File: src/rtl/rf_dump_pkg.sv
// rf_dump_pkg: shared widths and the state encoding of the register-file
// readout sequencer. The width defaults match the CPU register file
// (32 x 32). The package defines no build macros.
package rf_dump_pkg;

  localparam int unsigned RF_DATA_WIDTH = 32;
  localparam int unsigned RF_ADDR_WIDTH = 5;
  localparam int unsigned STATE_WIDTH   = 3;

  // CSUM keeps its code in every build so the encoding matches across
  // configurations; the FSM never enters it unless the checksum is built in.
  typedef enum logic [STATE_WIDTH-1:0] {
    ST_IDLE = 3'd0,
    ST_READ = 3'd1,
    ST_SEND = 3'd2,
    ST_CSUM = 3'd3,
    ST_DONE = 3'd4
  } state_e;

endpackage

File: src/rtl/rf_dump_if.sv
// rf_dump_if: the output word stream of rf_dump.
// valid/ready rule: a beat transfers on every rising clock edge where
// out_valid && out_ready. Once out_valid is high, out_valid, out_data,
// out_addr and out_last hold until that edge. out_ready may change freely.
interface rf_dump_if
  import rf_dump_pkg::*;
#(
  parameter int DATA_WIDTH = RF_DATA_WIDTH,
  parameter int ADDR_WIDTH = RF_ADDR_WIDTH
);

  logic                  out_valid;
  logic                  out_ready;
  logic [DATA_WIDTH-1:0] out_data;
  logic [ADDR_WIDTH-1:0] out_addr;
  logic                  out_last;

  modport master (
    output out_valid, out_data, out_addr, out_last,
    input  out_ready
  );

  modport slave (
    input  out_valid, out_data, out_addr, out_last,
    output out_ready
  );

endinterface

File: src/rtl/rf_dump_csum.sv
// rf_dump_csum: XOR accumulator over the words of one dump.
// rf_dump instantiates it only when RF_DUMP_CSUM_EN is defined.
module rf_dump_csum #(
  parameter int DATA_WIDTH = 32
) (
  input  logic                  clk,
  input  logic                  rst_n,
  input  logic                  clr,
  input  logic                  xor_en,
  input  logic [DATA_WIDTH-1:0] xor_data,
  output logic [DATA_WIDTH-1:0] acc
);

  logic [DATA_WIDTH-1:0] acc_q, acc_d;

  // Clear has priority so a new dump always starts from zero.
  always_comb begin
    acc_d = acc_q;
    if (clr) begin
      acc_d = '0;
    end else if (xor_en) begin
      acc_d = acc_q ^ xor_data;
    end
  end

  // Accumulator register.
  always_ff @(posedge clk or negedge rst_n) begin
    if (!rst_n) acc_q <= '0;
    else        acc_q <= acc_d;
  end

  assign acc = acc_q;

endmodule

File: src/rtl/rf_dump.sv
// rf_dump: walks the register-file read port over [first_addr, last_addr]
// and streams each word out on a valid/ready interface (rf_dump_if).
// Optional build macro: RF_DUMP_CSUM_EN adds a trailing XOR checksum beat.
module rf_dump
  import rf_dump_pkg::*;
#(
  parameter int DATA_WIDTH = RF_DATA_WIDTH,
  parameter int ADDR_WIDTH = RF_ADDR_WIDTH
) (
  input  logic                  clk,
  input  logic                  rst_n,
  input  logic                  start,
  input  logic [ADDR_WIDTH-1:0] first_addr,
  input  logic [ADDR_WIDTH-1:0] last_addr,
  output logic                  busy,
  output logic                  done,
  output logic [ADDR_WIDTH-1:0] rf_raddr,
  input  logic [DATA_WIDTH-1:0] rf_rdata,
  rf_dump_if.master             out,
  output state_e                dbg_state
);

  state_e                state_q, state_d;
  logic [ADDR_WIDTH-1:0] raddr_q, raddr_d;
  logic [ADDR_WIDTH-1:0] last_q, last_d;
  logic [DATA_WIDTH-1:0] data_q, data_d;
  logic [ADDR_WIDTH-1:0] addr_q, addr_d;
  logic                  valid_q, valid_d;
  logic                  olast_q, olast_d;
  logic                  hs;

`ifdef RF_DUMP_CSUM_EN
  logic                  csum_clr;
  logic                  csum_xor;
  logic [DATA_WIDTH-1:0] csum_acc;

  rf_dump_csum #(.DATA_WIDTH(DATA_WIDTH)) u_csum (
    .clk      (clk),
    .rst_n    (rst_n),
    .clr      (csum_clr),
    .xor_en   (csum_xor),
    .xor_data (data_q),
    .acc      (csum_acc)
  );
`endif

  assign hs = valid_q && out.out_ready;

  // Next-state and output-register logic. The dump ends on an address
  // compare, so rf_raddr never wraps past last_addr.
  always_comb begin
    state_d = state_q;
    raddr_d = raddr_q;
    last_d  = last_q;
    data_d  = data_q;
    addr_d  = addr_q;
    valid_d = valid_q;
    olast_d = olast_q;
`ifdef RF_DUMP_CSUM_EN
    csum_clr = 1'b0;
    csum_xor = 1'b0;
`endif
    case (state_q)
      ST_IDLE: begin
        if (start) begin
          last_d = last_addr;
`ifdef RF_DUMP_CSUM_EN
          csum_clr = 1'b1;
`endif
          if (first_addr > last_addr) begin
`ifdef RF_DUMP_CSUM_EN
            // An empty range still gets a checksum beat, and its value is zero.
            data_d  = '0;
            addr_d  = '0;
            olast_d = 1'b1;
            valid_d = 1'b1;
            state_d = ST_CSUM;
`else
            state_d = ST_DONE;
`endif
          end else begin
            raddr_d = first_addr;
            state_d = ST_READ;
          end
        end
      end
      ST_READ: begin
        data_d  = rf_rdata;
        addr_d  = raddr_q;
        valid_d = 1'b1;
`ifdef RF_DUMP_CSUM_EN
        olast_d = 1'b0;
`else
        olast_d = (raddr_q == last_q);
`endif
        state_d = ST_SEND;
      end
      ST_SEND: begin
        if (hs) begin
          valid_d = 1'b0;
`ifdef RF_DUMP_CSUM_EN
          csum_xor = 1'b1;
`endif
          if (addr_q == last_q) begin
`ifdef RF_DUMP_CSUM_EN
            // Fold in the word being accepted on this edge.
            data_d  = csum_acc ^ data_q;
            addr_d  = '0;
            olast_d = 1'b1;
            valid_d = 1'b1;
            state_d = ST_CSUM;
`else
            state_d = ST_DONE;
`endif
          end else begin
            raddr_d = raddr_q + ADDR_WIDTH'(1);
            state_d = ST_READ;
          end
        end
      end
      ST_CSUM: begin
        if (hs) begin
          valid_d = 1'b0;
          state_d = ST_DONE;
        end
      end
      ST_DONE: state_d = ST_IDLE;
      default: state_d = ST_IDLE;
    endcase
  end

  // State and output registers. Reset drops any in-flight beat.
  always_ff @(posedge clk or negedge rst_n) begin
    if (!rst_n) begin
      state_q <= ST_IDLE;
      raddr_q <= '0;
      last_q  <= '0;
      data_q  <= '0;
      addr_q  <= '0;
      valid_q <= 1'b0;
      olast_q <= 1'b0;
    end else begin
      state_q <= state_d;
      raddr_q <= raddr_d;
      last_q  <= last_d;
      data_q  <= data_d;
      addr_q  <= addr_d;
      valid_q <= valid_d;
      olast_q <= olast_d;
    end
  end

  assign busy          = (state_q != ST_IDLE);
  assign done          = (state_q == ST_DONE);
  assign rf_raddr      = raddr_q;
  assign out.out_valid = valid_q;
  assign out.out_data  = data_q;
  assign out.out_addr  = addr_q;
  assign out.out_last  = olast_q;
  assign dbg_state     = state_q;

endmodule

File: src/flat_wrapper.sv
// flat-port wrapper written by rule: the top's interface ports become plain ports
module rf_dump_flat import rf_dump_pkg::*;
#(
  parameter int DATA_WIDTH = RF_DATA_WIDTH,
  parameter int ADDR_WIDTH = RF_ADDR_WIDTH
)
  (clk, rst_n, start, first_addr, last_addr, busy, done, rf_raddr, rf_rdata, dbg_state, out_out_valid, out_out_data, out_out_addr, out_out_last, out_out_ready);
  rf_dump_if #(.DATA_WIDTH(DATA_WIDTH), .ADDR_WIDTH(ADDR_WIDTH)) out_i ();
  input  logic clk;
  input  logic rst_n;
  input  logic start;
  input  logic [ADDR_WIDTH-1:0] first_addr;
  input  logic [ADDR_WIDTH-1:0] last_addr;
  output logic busy;
  output logic done;
  output logic [ADDR_WIDTH-1:0] rf_raddr;
  input  logic [DATA_WIDTH-1:0] rf_rdata;
  output state_e dbg_state;
  output wire logic [$bits(out_i.out_valid)-1:0] out_out_valid;
  output wire logic [$bits(out_i.out_data)-1:0] out_out_data;
  output wire logic [$bits(out_i.out_addr)-1:0] out_out_addr;
  output wire logic [$bits(out_i.out_last)-1:0] out_out_last;
  input wire logic [$bits(out_i.out_ready)-1:0] out_out_ready;
  assign out_out_valid = out_i.out_valid;
  assign out_out_data = out_i.out_data;
  assign out_out_addr = out_i.out_addr;
  assign out_out_last = out_i.out_last;
  assign out_i.out_ready = out_out_ready;
  rf_dump #(.DATA_WIDTH(DATA_WIDTH), .ADDR_WIDTH(ADDR_WIDTH)) u_core (.clk(clk), .rst_n(rst_n), .start(start), .first_addr(first_addr), .last_addr(last_addr), .busy(busy), .done(done), .rf_raddr(rf_raddr), .rf_rdata(rf_rdata), .out(out_i), .dbg_state(dbg_state));
endmodule
File: config.mk
export PLATFORM = sky130hd
export DESIGN_NAME = rf_dump_flat
export DESIGN_NICKNAME = d
export VERILOG_FILES = /design/src/rtl/rf_dump_pkg.sv /design/src/rtl/rf_dump_if.sv /design/src/rtl/rf_dump_csum.sv /design/src/rtl/rf_dump.sv /design/src/flat_wrapper.sv
export SDC_FILE = /design/constraint.sdc
export NUM_CORES = 1
export LEC_CHECK = 0
export ABC_AREA = 1
export CORE_MARGIN = 4
export CORE_UTILIZATION = 56
export CTS_CLUSTER_DIAMETER = 100
export DETAILED_ROUTE_END_ITERATION = 10
export DONT_BUFFER_PORTS = 1
export PLACE_DENSITY = 0.74
export REMOVE_ABC_BUFFERS = 1
export SLEW_MARGIN = 20
export SYNTH_ARGS = -nofsm -noshare
export SYNTH_HDL_FRONTEND = slang
export SYNTH_SLANG_ARGS = --single-unit
File: constraint.sdc
create_clock -name clk -period 1.2 [get_ports clk]
set_input_delay 0.12 -clock clk [delete_from_list [all_inputs] [get_ports clk]]
set_output_delay 0.12 -clock clk [all_outputs]
set_load 0.1 [all_outputs]
### Word-level counts from Yosys, hierarchy flattened

Index checks and enable logic that the tools add are counted.

| storage, ports and cells | value |
|---|---|
| bits in writable memories | 0 |
| logic and storage cells | 44 |
| memories | 0 |
| output and inout bits | 49 |
| bits of input ports | 46 |
| bits in latches | 0 |
| memory bits (read-only) | 0 |
| register bits | 52 |

| operators by class | value |
|---|---|
| equal/unequal tests | 12 |
| $mul | 0 |
| add/sub/neg operators | 1 |
| $lt $le $gt $ge | 1 |
| multiplexer cells | 13 |
| reduce and logical (&&, ||, !) cells | 10 |
| div/mod/pow operators | 0 |
| shift-type cells | 0 |
| bitwise gates (word level) | 0 |

Operators by type and width:

| operator | number |
|---|---|
| $mux 5 | 4 |
| $mux 3 | 5 |
| $pmux 3 s4 | 1 |
| $eq 5x5->1 | 2 |
| $pmux 5 s2 | 1 |
| $eq 3x2->1 const B | 2 |
| $ne 2x1->1 const B | 3 |
| $ne 2x2->1 const B | 3 |
| $add 5x1->5 const B | 1 |
| $gt 5x5->1 | 1 |
| $reduce_and 5->1 | 1 |
| $reduce_and 2->1 | 2 |
| $reduce_bool 2->1 | 2 |
| $eq 3x1->1 const B | 1 |
| $eq 3x3->1 const B | 1 |
| $logic_not 3->1 | 1 |
| $reduce_and 3->1 | 1 |
| $reduce_bool 3->1 | 1 |
| $pmux 1 s2 | 1 |
| $reduce_or 2->1 | 1 |
| $logic_and 1x1->1 | 1 |
| $mux 1 | 1 |

### Logic depth before layout (Yosys ltp)

| depth | value |
|---|---|
| word-level depth | 4 |
| mapped depth | 10 |
| gate-level depth less buffers | 10 |

### Least setup slack after synthesis

No wires, ideal clock.

| timing path | value |
|---|---|
| path type | reg2out |
| start | reg u_core.state_q[2], in the netlist u_core.dbg_state[2] |
| end | out done |
| path buffers | 0 |
| stages on the path, launching flop included | 3 |
| data arrival time | 3227 ps |
| setup slack | -2147 ps |
| required time | 1080 ps |
| path through | dfrtp_1 -> inv_1 -> nor3_1 |

| between the ends | value |
|---|---|
| longest elaborated chain between the ends | 1 |

Ends and longest elaborated chain:

| item | line | source |
|---|---|---|
| from (decl) | rf_dump.sv:23 | `state_e state_q, state_d;` |
| from (signal assigned) | rf_dump.sv:143 | `state_q <= state_d;` |
| $eq 3x3->1 | rf_dump.sv:154 | `assign done = (state_q == ST_DONE);` |
| to (decl) | flat_wrapper.sv:15 | `output logic done;` |

Every way passes these cells.

### Final worst setup path

| timing path | value |
|---|---|
| start | reg u_core.state_q[2], in the netlist u_core.dbg_state[2] |
| end | reg u_core.raddr_q[0], in the netlist u_core.rf_raddr[0] |

| between the ends | value |
|---|---|
| longest elaborated chain between the ends | 3 |
| elaborated cells on any way between the ends | 9 |
| classes of those cells | eq/ne: 5; mux: 1; reduce/logical: 3 |

Ends and longest elaborated chain:

| item | line | source |
|---|---|---|
| $eq 3x2->1 / $logic_not 3->1 (equally long branches) | rf_dump.sv:63 | `case (state_q)` |
| $ne 2x1->1 (no source line) (tied with other cells) | n/a |  |
| $reduce_and 5->1 (no source line) | n/a |  |
| to (signal assigned) | rf_dump.sv:144 | `raddr_q <= raddr_d;` |
| to (decl) | rf_dump.sv:24 | `logic [ADDR_WIDTH-1:0] raddr_q, raddr_d;` |

Parallel ways exist; a longest one is shown, timed or not.
A chain may end at the register's enable or synchronous reset.

==> results.cfg <==
[grt]
grt_pass1_vias = 2841
grt_usage_pct = 35.23
global_route_wire_length_before_repair_um = 14280
antenna_violations_before_repair = 0
grt_start_max_net_pins = 53
grt-ovfl-total = 0

[layout]
areaGrowthSynthToFinish_pct = 62.99
insertedDiodeCount = 0
multi_input_comb_area_um2 = 1071
final_instance_area_um2 = 3973
final_net_count = 479
post_route_cells_drive_above_1_share_pct = 30.37
number_of_filler_cells_placed_in_the_layout = 85
ff_latch_area_um2 = 1305
final_core_area_utilization_pct = 96.53

[placed_design]
detailedPlacementHpwl_um = 4468
finalWeightedCongestion = 0.8425
dpl_cell_area_um2 = 3072
port-buffer-count = 0
dp_slack_ps = -219.3

[route]
count_of_vias_placed_by_the_detailed_router = 3225
detailedRoute.firstPassIterationCount = 6
vias_per_cell = 6.747
drt.antenna.violating_nets = 0
drt_drc_violations_left = 0
drt_iter0_drc = 632
route.detailed.wl_per_inst_um = 26.01
wirelength_um = 12430

[sta]
rsz0062_at_grt = true
post-route-min-period_ps = 1736
whs_ps = -527.4
setup_slack_ps = -536.2
slew_headroom_pct = 73.17
final_hold_viol_count = 52
fmax_mhz = 576.0
timing.clock.skew_ps = 20.03
timing_worst_slew_pin_value_ps = 398.3
final_setup_vio_count = 61
maxSlewViolCount = 0
finalCritPeriodShare_pct = 144.7

[die]
die_area_um2 = 5472
num_io_pins = 95
num_rows = 23
dieWidth_um = 73.97
placeableCoreArea_um2 = 4115
dieHeight_um = 73.97
initial_core_util_pct = 59.23

[clock_tree]
clock-root-buffer = sky130_fd_sc_hd__clkbuf_8
cts_htree_levels = 2
clock_path_buffers = 2
cts_tree = built
worstSkewPairLatency_ps = 320
clock_sink_count = 52
cts_hold_buf = 34
clkTransAtPathRegs_ps = 110
cts_inserted_buffers = 5

[worst_setup_path]
number_of_buffer_and_inverter_stages_on_the_critical_path = 2
cp-end-kind = flop
cp_cell_sequence = buf_6, nor3_4, nand2_2, o21ai_4, buf_6, nand4_1, nand2_1
data_arrival_time_at_the_worst_slack_endpoint_ps = 1970
cpMostUsedCell = sky130_fd_sc_hd__buf_6
required_ps = 1440
worstSetupStartpointType = flop
worst_path_max_delay_cell = sky130_fd_sc_hd__dfrtp_1
cp_top_family = simple AND/OR/NAND/NOR gates
crit_path_max_incr_delay_ps = 450
critPathKind = reg2reg
worstPathMaxFanout = 4

[yosys]
post_synth_instance_area_um2 = 2437
synth_cell_type_count = 23
synthCells = 301
yosysSeqAreaShare_pct = 53.39
synth_area_per_cell_um2 = 8.097
yosysWarnings = 0
ys_seq_elements = 52

[hold_path]
hold_class = in2async

[outcome]
status = complete, but fails checks
violations = negative hold slack, negative setup slack

[run]
max-cap-violations = 0
-- worst paths after layout --
path	from	endpoint	slack [ps]	cells after the start
min	rst_n	u_core.last_q[2]	-530	0
min in group clk	last_addr[1]	u_core.last_q[1]	90	3
max	u_core.dbg_state[2]	u_core.rf_raddr[0]	-540	7
min reg2reg	u_core.out.out_data[14]	u_core.out.out_data[14]	480	2
max in group asynchronous	rst_n	u_core.dbg_state[1]	1590	0
max reg2reg	u_core.dbg_state[2]	u_core.rf_raddr[0]	-540	7
-- cell usage after synthesis --
library cell,count,area (um^2)
sky130_fd_sc_hd__a21oi_1,3,15.01
sky130_fd_sc_hd__buf_2,5,25.02
sky130_fd_sc_hd__buf_4,2,15.01
sky130_fd_sc_hd__clkbuf_1,4,15.01
sky130_fd_sc_hd__dfrtp_1,52,1301
sky130_fd_sc_hd__ha_1,6,75.07
sky130_fd_sc_hd__inv_1,22,82.58
sky130_fd_sc_hd__inv_2,2,7.510
sky130_fd_sc_hd__inv_4,1,6.260
sky130_fd_sc_hd__nand2_1,156,585.6
sky130_fd_sc_hd__nand3_1,7,35.03
sky130_fd_sc_hd__nand3_2,2,20.02
sky130_fd_sc_hd__nand4_1,7,43.79
sky130_fd_sc_hd__nand4_4,1,21.27
sky130_fd_sc_hd__nor2_1,7,26.28
sky130_fd_sc_hd__nor3_1,1,5.000
sky130_fd_sc_hd__nor3_2,2,20.02
sky130_fd_sc_hd__o21a_1,1,7.510
sky130_fd_sc_hd__o21ai_0,2,10.01
sky130_fd_sc_hd__o21ai_1,10,50.05
sky130_fd_sc_hd__o21ai_2,1,8.760
sky130_fd_sc_hd__xnor2_1,3,26.28
sky130_fd_sc_hd__xor2_1,4,35.03
-- layer usage --
metal / vias to the layer above / part of all wire (%) / track usage (%)
li1: 1176 / - / -
met4: 2 / 11 / 20.72
met1: 1462 / 30 / 40.04
met3: 155 / 14 / 7.838
met5: - / 0.41 / 0
met2: 430 / 45 / 60.73
-- registers in the layout (all words and copies together) (netlist names) --
name,flops
u_core.rf_raddr,5
u_core.out.out_addr,5
u_core.out.out_valid,1
u_core.last_q,5
u_core.dbg_state,3
u_core.out.out_last,1
u_core.out.out_data,32
-- kinds of logic after synthesis --
family | share of synthesized area (%)
and+or+nand+nor | 31.06
DFF | 53.39
buffers and inverters | 6.211
AOI/OAI and AO/OA | 3.748
xor gates and xnor gates | 2.515
adders and majority gates | 3.080
-- cell type report --
class,count,area share (%)
repair buffers,130,33.20
clock inverters,2,0.9764
flip-flops and latches,52,32.85
multi-input cells,213,26.96
inverters,25,2.614
well taps,50,1.575
clock buffers,6,1.827
-- repair_timing --
item	CTS	global route
endpoints found under the setup margin	61	60
pin swaps	4	9
cloned	4	0
gates resized for setup	47	25
hold endpoints to repair	86	52
setup buffers	10	5
-- metrics by stage --
| stage | TNS (ps) | std cells | hold slack (ps) |
|---|---|---|---|
| 2_1_floorplan | -85160 | 290 | -175.6 |
| 3_3_place_gp | -3509 | 418 | -174.5 |
| 3_5_place_dp | -4049 | 418 | -174.4 |
| 4_1_cts | -9176 | 474 | -511.8 |
| 5_1_grt | -22220 | 478 | -528.8 |
| 6_report | -19940 | 478 | -527.4 |
-- placed cells by master (no fill, tap or decap), drive strengths merged, types with 6 or more instances in the layout --
cell type    instances
inv                 26
o21ai               13
ha                   6
buf                 95
nand2              156
dfrtp               52
nand3                9
nand4                8
nor2                 7
clkbuf               7
dlygate4sd3         34
Power is not shown: default switching activity piles up to over one toggle a cycle in this logic, so the estimate is an artifact.
